`config.mk`:
```
export PLATFORM = sky130hd
export DESIGN_NAME = pwm_capture
export DESIGN_NICKNAME = d
export VERILOG_FILES = /design/src/rtl/pwm_pkg.sv /design/src/rtl/pwm_edge_detect.sv /design/src/rtl/pwm_capture.sv
export SDC_FILE = /design/constraint.sdc
export NUM_CORES = 1
export LEC_CHECK = 0
export CORE_ASPECT_RATIO = 0.75
export CORE_MARGIN = 2
export CORE_UTILIZATION = 35
export DETAILED_ROUTE_END_ITERATION = 8
export RECOVER_POWER = 50
export SLEW_MARGIN = 20
export SYNTH_ARGS = -nofsm -noshare
export SYNTH_HDL_FRONTEND = slang
export SYNTH_SLANG_ARGS = --single-unit
```
`constraint.sdc`:
```
create_clock -name clk -period 3 [get_ports clk]
set_clock_uncertainty 0.2 [all_clocks]
set_input_delay 0.3 -clock clk [delete_from_list [all_inputs] [get_ports clk]]
set_output_delay 0.3 -clock clk [all_outputs]
set_load 0.02 [all_outputs]
```
`src/rtl/pwm_pkg.sv`:
```
// rtl/pwm_pkg.sv - shared types, constants and parameter helpers for pwm_capture
//
// Purpose : FSM state encoding and clock-to-microsecond helpers used by the
//           PWM capture block. Parameter legality helpers are evaluated at
//           elaboration time by pwm_capture.
// Ports   : none (package)

package pwm_pkg;

   typedef enum logic [1:0] {
      IDLE = 2'd0,   // waiting for the arming rise
      HIGH = 2'd1,   // between a rise and its fall
      LOW  = 2'd2    // between a fall and the closing rise
   } pwm_state_t;

   localparam int NS_PER_US = 1000;

   // Clocks per microsecond for a given clock period.
   function automatic int ticks_per_us(input int clk_period_ns);
      return NS_PER_US / clk_period_ns;
   endfunction

   // Clock period must divide one microsecond exactly and give at least two
   // ticks; the prescaler restarts at 1 on a rise, which needs TPU >= 2.
   function automatic bit clk_period_ok(input int clk_period_ns);
      return (clk_period_ns > 0) &&
             ((NS_PER_US % clk_period_ns) == 0) &&
             ((NS_PER_US / clk_period_ns) >= 2);
   endfunction

   // Timeout must be non-zero and representable in the us counter.
   function automatic bit timeout_ok(input int timeout_us, input int data_width);
      longint max_cnt;
      max_cnt = (longint'(1) << data_width) - 1;
      return (timeout_us >= 1) && (longint'(timeout_us) <= max_cnt);
   endfunction

endpackage

```
`src/rtl/pwm_edge_detect.sv`:
```
// rtl/pwm_edge_detect.sv - pwm_in synchroniser with rise/fall detection
//
// Purpose : Brings the asynchronous PWM input into the clk domain through
//           SYNC_STAGES flops plus one history flop and flags edges.
// Ports   : clk    - system clock
//           rst    - synchronous active-high reset
//           pwm_in - asynchronous PWM input
//           level  - synchronised level of pwm_in
//           rise   - one-cycle pulse on a synchronised 0->1 transition
//           fall   - one-cycle pulse on a synchronised 1->0 transition

module pwm_edge_detect #(
   parameter int SYNC_STAGES = 2
) (
   input  logic clk,
   input  logic rst,
   input  logic pwm_in,
   output logic level,
   output logic rise,
   output logic fall
);

   logic [SYNC_STAGES-1:0] sync_q;
   logic                   prev_q;
   // vld_q[i] marks that sync_q[i] (or prev_q for i == SYNC_STAGES) holds a
   // real sample of pwm_in rather than the reset zero. Without it, a line that
   // is high when rst is released would look like a rise and arm the FSM on a
   // partial cycle.
   logic [SYNC_STAGES:0]   vld_q;

   always_ff @(posedge clk) begin
      if (rst) begin
         sync_q <= '0;
         prev_q <= 1'b0;
         vld_q  <= '0;
      end else begin
         sync_q <= {sync_q[SYNC_STAGES-2:0], pwm_in};
         prev_q <= sync_q[SYNC_STAGES-1];
         vld_q  <= {vld_q[SYNC_STAGES-1:0], 1'b1};
      end
   end

   assign level = sync_q[SYNC_STAGES-1];
   assign rise  = vld_q[SYNC_STAGES] &  level & ~prev_q;
   assign fall  = vld_q[SYNC_STAGES] & ~level &  prev_q;

endmodule

```
`src/rtl/pwm_capture.sv`:
```
// rtl/pwm_capture.sv - PWM period / high-time measurement in microseconds
//
// Purpose : Measures each PWM cycle of pwm_in: period (rise to rise) and high
//           time (rise to fall), both truncated to whole microseconds, and
//           flags loss of toggling after TIMEOUT_US without a rise.
// Ports   : clk            - system clock
//           rst            - synchronous active-high reset
//           pwm_in         - asynchronous PWM input
//           pwm_period     - last measured period, us
//           pwm_duty_cycle - last measured high time, us
//           meas_valid     - one-cycle pulse when the measurement updates
//           signal_lost    - set on timeout, cleared by the next meas_valid

module pwm_capture
   import pwm_pkg::*;
#(
   parameter int CLK_PERIOD  = 10,
   parameter int DATA_WIDTH  = 16,
   parameter int SYNC_STAGES = 2,
   parameter int TIMEOUT_US  = 1000
) (
   input  logic                  clk,
   input  logic                  rst,
   input  logic                  pwm_in,
   output logic [DATA_WIDTH-1:0] pwm_period,
   output logic [DATA_WIDTH-1:0] pwm_duty_cycle,
   output logic                  meas_valid,
   output logic                  signal_lost
);

   localparam int TPU = ticks_per_us(CLK_PERIOD);
   localparam int PW  = $clog2(TPU);

   localparam logic [PW-1:0]         PRE_LAST = PW'(TPU - 1);
   localparam logic [DATA_WIDTH-1:0] US_LIMIT = DATA_WIDTH'(TIMEOUT_US);

   if (!clk_period_ok(CLK_PERIOD)) begin : g_bad_clk_period
      $error("pwm_capture: CLK_PERIOD must divide 1000 with a quotient of at least 2");
   end
   if (SYNC_STAGES < 2) begin : g_bad_sync_stages
      $error("pwm_capture: SYNC_STAGES must be at least 2");
   end
   if (!timeout_ok(TIMEOUT_US, DATA_WIDTH)) begin : g_bad_timeout
      $error("pwm_capture: TIMEOUT_US must be in 1 .. 2^DATA_WIDTH-1");
   end

   // Edge detection
   logic level_unused;   // measurement works purely on edges
   logic rise;
   logic fall;

   pwm_edge_detect #(
      .SYNC_STAGES (SYNC_STAGES)
   ) u_edge (
      .clk    (clk),
      .rst    (rst),
      .pwm_in (pwm_in),
      .level  (level_unused),
      .rise   (rise),
      .fall   (fall)
   );

   // State and counters
   pwm_state_t            state_q;
   pwm_state_t            state_d;
   logic [PW-1:0]         pre_q;      // elapsed clocks mod TPU
   logic [DATA_WIDTH-1:0] us_q;       // elapsed whole microseconds
   logic [DATA_WIDTH-1:0] shadow_q;   // high time of the cycle in progress

   logic timeout;
   logic restart;
   logic take_duty;
   logic take_meas;
   logic lost_set;

   assign timeout = (us_q == US_LIMIT);

   always_comb begin
      state_d   = state_q;
      restart   = 1'b0;
      take_duty = 1'b0;
      take_meas = 1'b0;
      lost_set  = 1'b0;
      case (state_q)
         IDLE: begin
            if (rise) begin
               restart = 1'b1;
               state_d = HIGH;
            end
         end
         HIGH: begin
            // A rise here cannot follow a real fall; treat it as a fresh
            // arming point rather than producing a measurement.
            if (rise) begin
               restart = 1'b1;
            end else if (timeout) begin
               lost_set = 1'b1;
               state_d  = IDLE;
            end else if (fall) begin
               take_duty = 1'b1;
               state_d   = LOW;
            end
         end
         LOW: begin
            // The rise is checked first so that a rise landing exactly on the
            // timeout count still closes a valid measurement.
            if (rise) begin
               take_meas = 1'b1;
               restart   = 1'b1;
               state_d   = HIGH;
            end else if (timeout) begin
               lost_set = 1'b1;
               state_d  = IDLE;
            end
         end
         default: begin
            state_d = IDLE;
         end
      endcase
   end

   always_ff @(posedge clk) begin
      if (rst) begin
         state_q <= IDLE;
      end else begin
         state_q <= state_d;
      end
   end

   // The rise cycle itself is elapsed count 0, so the cycle after it is 1.
   always_ff @(posedge clk) begin
      if (rst) begin
         pre_q <= '0;
         us_q  <= '0;
      end else if (restart) begin
         pre_q <= PW'(1);
         us_q  <= '0;
      end else if (state_d != IDLE) begin
         if (pre_q == PRE_LAST) begin
            pre_q <= '0;
            us_q  <= us_q + DATA_WIDTH'(1);
         end else begin
            pre_q <= pre_q + PW'(1);
         end
      end
   end

   always_ff @(posedge clk) begin
      if (rst) begin
         shadow_q <= '0;
      end else if (take_duty) begin
         shadow_q <= us_q;
      end
   end

   // Outputs
   always_ff @(posedge clk) begin
      if (rst) begin
         pwm_period     <= '0;
         pwm_duty_cycle <= '0;
         meas_valid     <= 1'b0;
         signal_lost    <= 1'b0;
      end else begin
         meas_valid <= take_meas;
         if (take_meas) begin
            pwm_period     <= us_q;
            pwm_duty_cycle <= shadow_q;
            signal_lost    <= 1'b0;
         end else if (lost_set) begin
            signal_lost <= 1'b1;
         end
      end
   end

endmodule
```
==> summary by stage <==
Yosys
The sequential element share of the synthesized area is 50.2%. The average instance area after synthesis is 10.0 um2. The largest total area in the synthesized netlist belongs to sky130_fd_sc_hd__dfxtp_1. The number of flops mapped to enable cells by yosys is 0.

The most frequently used flop master after synthesis is sky130_fd_sc_hd__dfxtp_1. The synthesized instance count is about 320. After synthesis the cells add up to around 0.0032 mm2. The async set-or-reset flop fraction in the synthesized netlist is 0%. After synthesis, the cell types taking the most area are sky130_fd_sc_hd__dfxtp_1 50%, sky130_fd_sc_hd__a22o_1 8.7%, sky130_fd_sc_hd__mux2i_1 6.2%. The net count of the mapped netlist is approximately 330. After synthesis, the largest area contributor takes up between 50% and 60% of total cell area. The number of register bits inferred by synthesis is between 80 and 90. Yosys mapped the design onto between 40 and 50 distinct sky130hd cell types.

During synthesis, Yosys emitted a total of 0 warnings.

Critical path
The worst reg-to-reg setup slack is 370 ps. The launch instance of the worst register-to-register path is state_q[0]. The kind of end point of the critical path is a flip-flop.

STA puts the critical path data required time at approximately 3100 ps. The type of origin of the critical path is a flip-flop. The largest individual stage delay along the critical path comes from the cell sky130_fd_sc_hd__o311ai_0. The kind of critical path is reg2reg. In this run the critical register-to-register path is captured at pre_q[2].

STA puts the critical path data arrival time at around 2700 ps. Broken down by cell family, the worst path's largest delay share belongs to compound AO/OA/AOI/OAI gates. The count of buffering cells on the critical path with inverters included is 2.

Of all nets on the critical path, the largest fanout is 5. The peak per-stage delay on the critical path is 410 ps. Counting cells, the worst reg-to-reg path comes to 9. Traced cell by cell, the critical path runs through inv_1 -> ha_1 -> or2_2 -> and2_1 -> o311ai_0 -> o21ai_0 -> buf_4 -> a21bo_2 -> a21oi_1.

Timing
The final count of hold timing violations came to 0. Setup repair after global routing left no endpoint under its margin. The number of max-slew violations in the final report came to 0. On the final layout, the worst hold slack is between 200 and 250 ps. The setup slack of the critical path after layout is 369 ps. The final number of setup-violating endpoints is 0. The final critical-path required period is 2630 ps. Headroom to the max-slew limit came out at between 20% and 30%. The post-route clock period utilization is around 88%. The final-layout setup total negative slack is 0 ps.

For the pin with the worst max-slew slack, the measured transition is about 1100 ps. The fmax is 380 MHz.

Clock tree
CTS built an H-tree with a depth of 3. The number of sinks handled by clock tree synthesis is 81. The number of buffers created by CTS is 9. The clock passes through at most 2 buffers. The count of cells resized by post-cts repair is 0.

The root cell of the clock tree is sky130_fd_sc_hd__clkbuf_16. The clock latency on the worst-skew pair is between 300 and 400 ps. The clock tree from TritonCTS is yes. Post-CTS timing repair inserted 0 buffers for setup. The number of hold buffers added after CTS was 0.

Clock-pin slew was measured on the worst setup and hold paths at around 60 ps.

Pwr
Across the VDD grid, the largest voltage drop is 0.000263 V. The design draws about 2200 uW. The power per standard cell area is 541 mW/mm2. In this run the static leakage power is approximately 0.0016 uW.

Flow run
The number of max-cap violations is 0.

Routing
In the final routed layout, each cell accounts on average for between 10 and 15 um. The remaining antenna violation count is 0. The via count of the routed design is ~2.5k. Using the TritonRoute via totals, the vias-per-cell ratio works out to approximately 5.3. The detailed-route wire length is between 6 and 7 mm. The first-pass detailed-route iteration total is 4. The number of DRC markers after the initial detailed-route iteration is 152. In the routed design, unresolved DRC markers number 0.

Cells and area
The repair_antennas step left the layout with diodes totalling 0. The final layout contains 370 nets. In the final layout, flip-flops and latches occupy 0.00162 mm2. The multi-input gate area in the final layout is ~0.0015 mm2. The post-route netlist has between 10% and 20% of its cells at a drive strength greater than 1. Excluding fillers, the count of instances in the completed layout stands at between 400 and 500.

The synthesis-to-finish area growth is 24.3%. The filler cell count is 870.

Floorplanning
From left edge to right edge, the die measures ~110 um. For this configuration, the core starts out at a cell density of 35.9%. The die covers roughly 0.010 mm2. The number of cell rows is 30. In this run the count of I/O pins placed on the die edge is 37.

The placeable core area is ~0.009 mm2. The height of the chip is roughly 87 um.

Worst hold path
The number of instances on the worst hold path is 1. The worst hold path terminates at u_edge.sync_q[1]. The startpoint identified for the worst hold timing path is u_edge.sync_q[0]. The class of the worst hold path is reg2reg.

Global routing
The initial antenna violation count is 0. The first-pass GRT wire length is between 10 and 15 mm. The overall fraction of global-route tracks in use is 14.9%. The number of global-route vias before repair was 2338. Summed over all layers, the global routing overflow is 0.

Entering global routing, the biggest net connects 30 pins.

Place
The placed wire-length estimate after detailed placement is around 4.8 mm. During placement, the flow inserted port buffers numbering 36. The number of placed instances with taps included is approximately 460.

OpenSTA, run right after detailed placement, puts the worst setup slack at between 300 and 400 ps. At the end of routability-driven placement, the weighted congestion stood at roughly 0.8.

Outcome
The flow ran to the end, and the final reports show no timing, DRC or antenna violations.
## sequential cells by signal (all words and copies together) (netlist names)
register,count
pwm_duty_cycle,16
pwm_period,16
shadow_q,16
us_q,16
pre_q,7
u_edge.vld_q,3
state_q,2
u_edge.sync_q,2
meas_valid,1
signal_lost,1
u_edge.prev_q,1
## cells by family (layout without fill, tap and decap cells)
logic type                 count (synthesis)  in the layout  synth area share [%]
AOI/OAI and AO/OA                         76             76                  17.0
adders and majority gates                  7              7                  2.71
buffers and inverters                     26             68                  3.33
DFF                                       81             81                  50.2
and+or+nand+nor                          113            113                  20.6
muxes                                     20             20                  6.19
## power by group
part | total, uW | internal (uW) | switching (uW)
registers | 1080 | 1080 | 2.40
logic | 45.4 | 15.5 | 29.9
clock network | 1040 | 591 | 453
total | 2170 | 1690 | 485
## metrics by stage
stage               cell area [um2]  util [%]
detailed placement             3740      41.5
global placement               3740      41.5
floorplan                      3230         -
global route                   4020      44.6
CTS                            4030      44.7
finish                         4020      44.6
## how the worst max path moves through the flow
stage / from / end / slack (ps) / depth (start not counted)
final: state_q[0] / pre_q[2] / 370 / 9
after global routing: state_q[1] / pre_q[2] / 150 / 9
after CTS: state_q[0] / pre_q[2] / 380 / 9
after detailed placement: state_q[0] / pre_q[2] / 400 / 9
after global placement: state_q[0] / pre_q[2] / 480 / 9
after floorplan: state_q[0] / us_q[2] / 640 / 9
## worst reg2reg max path, delay by kind of cell (launching register included)
| family | cells | cell delay, ps |
|---|---|---|
| buffers and inverters | 2 | 290 |
| and+or+nand+nor | 2 | 510 |
| adders and majority gates | 1 | 230 |
| AOI/OAI and AO/OA | 4 | 950 |
| DFF | 1 | 390 |
## cell usage in the layout (no fill, tap or decap), types with 9 or more instances in the layout
cell type | netlist | routed
sky130_fd_sc_hd__mux2i_1 | 20 | 20
sky130_fd_sc_hd__nand2_1 | 16 | 16
sky130_fd_sc_hd__clkbuf_16 | 0 | 9
sky130_fd_sc_hd__a22o_1 | 32 | 32
sky130_fd_sc_hd__dfxtp_1 | 81 | 81
sky130_fd_sc_hd__a21oi_1 | 17 | 17
sky130_fd_sc_hd__nor2_1 | 24 | 24
sky130_fd_sc_hd__nand3_1 | 14 | 14
sky130_fd_sc_hd__or4_1 | 9 | 9
sky130_fd_sc_hd__dlygate4sd3_1 | 0 | 35
## final cells by class
type                            count  share of cell area, %
Inverter                            6                  0.561
Timing Repair Buffer               46                   11.0
Clock buffer                       10                   5.95
Clock inverter                      6                   1.21
Sequential cell                    81                   40.4
Multi-Input combinational cell    216                   37.4
Tap cell                          112                   3.49
## synthesized netlist by cell type, types with 3 or more instances
cell                        n
sky130_fd_sc_hd__mux2i_1   20
sky130_fd_sc_hd__nand3_1   14
sky130_fd_sc_hd__and3_1     5
sky130_fd_sc_hd__nand2_1   16
sky130_fd_sc_hd__inv_1      6
sky130_fd_sc_hd__ha_1       7
sky130_fd_sc_hd__o21ai_0    9
sky130_fd_sc_hd__or4b_1     3
sky130_fd_sc_hd__dfxtp_1   81
sky130_fd_sc_hd__a21oi_1   17
sky130_fd_sc_hd__clkbuf_1  16
sky130_fd_sc_hd__nor2_1    24
sky130_fd_sc_hd__or3_1      7
sky130_fd_sc_hd__o211ai_1   5
sky130_fd_sc_hd__o31ai_1    4
sky130_fd_sc_hd__a22o_1    32
sky130_fd_sc_hd__or4_1      9
sky130_fd_sc_hd__nor2b_1    7
sky130_fd_sc_hd__nor3_1     4
sky130_fd_sc_hd__or2_2      5
## layer usage
layer | up-vias | track usage [%] | share of wire (%)
met4 | 0 | 4.71 | 1.4
met2 | 54 | 22.1 | 42
met3 | 6 | 5.08 | 4.7
met1 | 1205 | 20.4 | 51
li1 | 1283 | - | -
met5 | - | 0 | 0
Power figures use the tool's default switching activity.
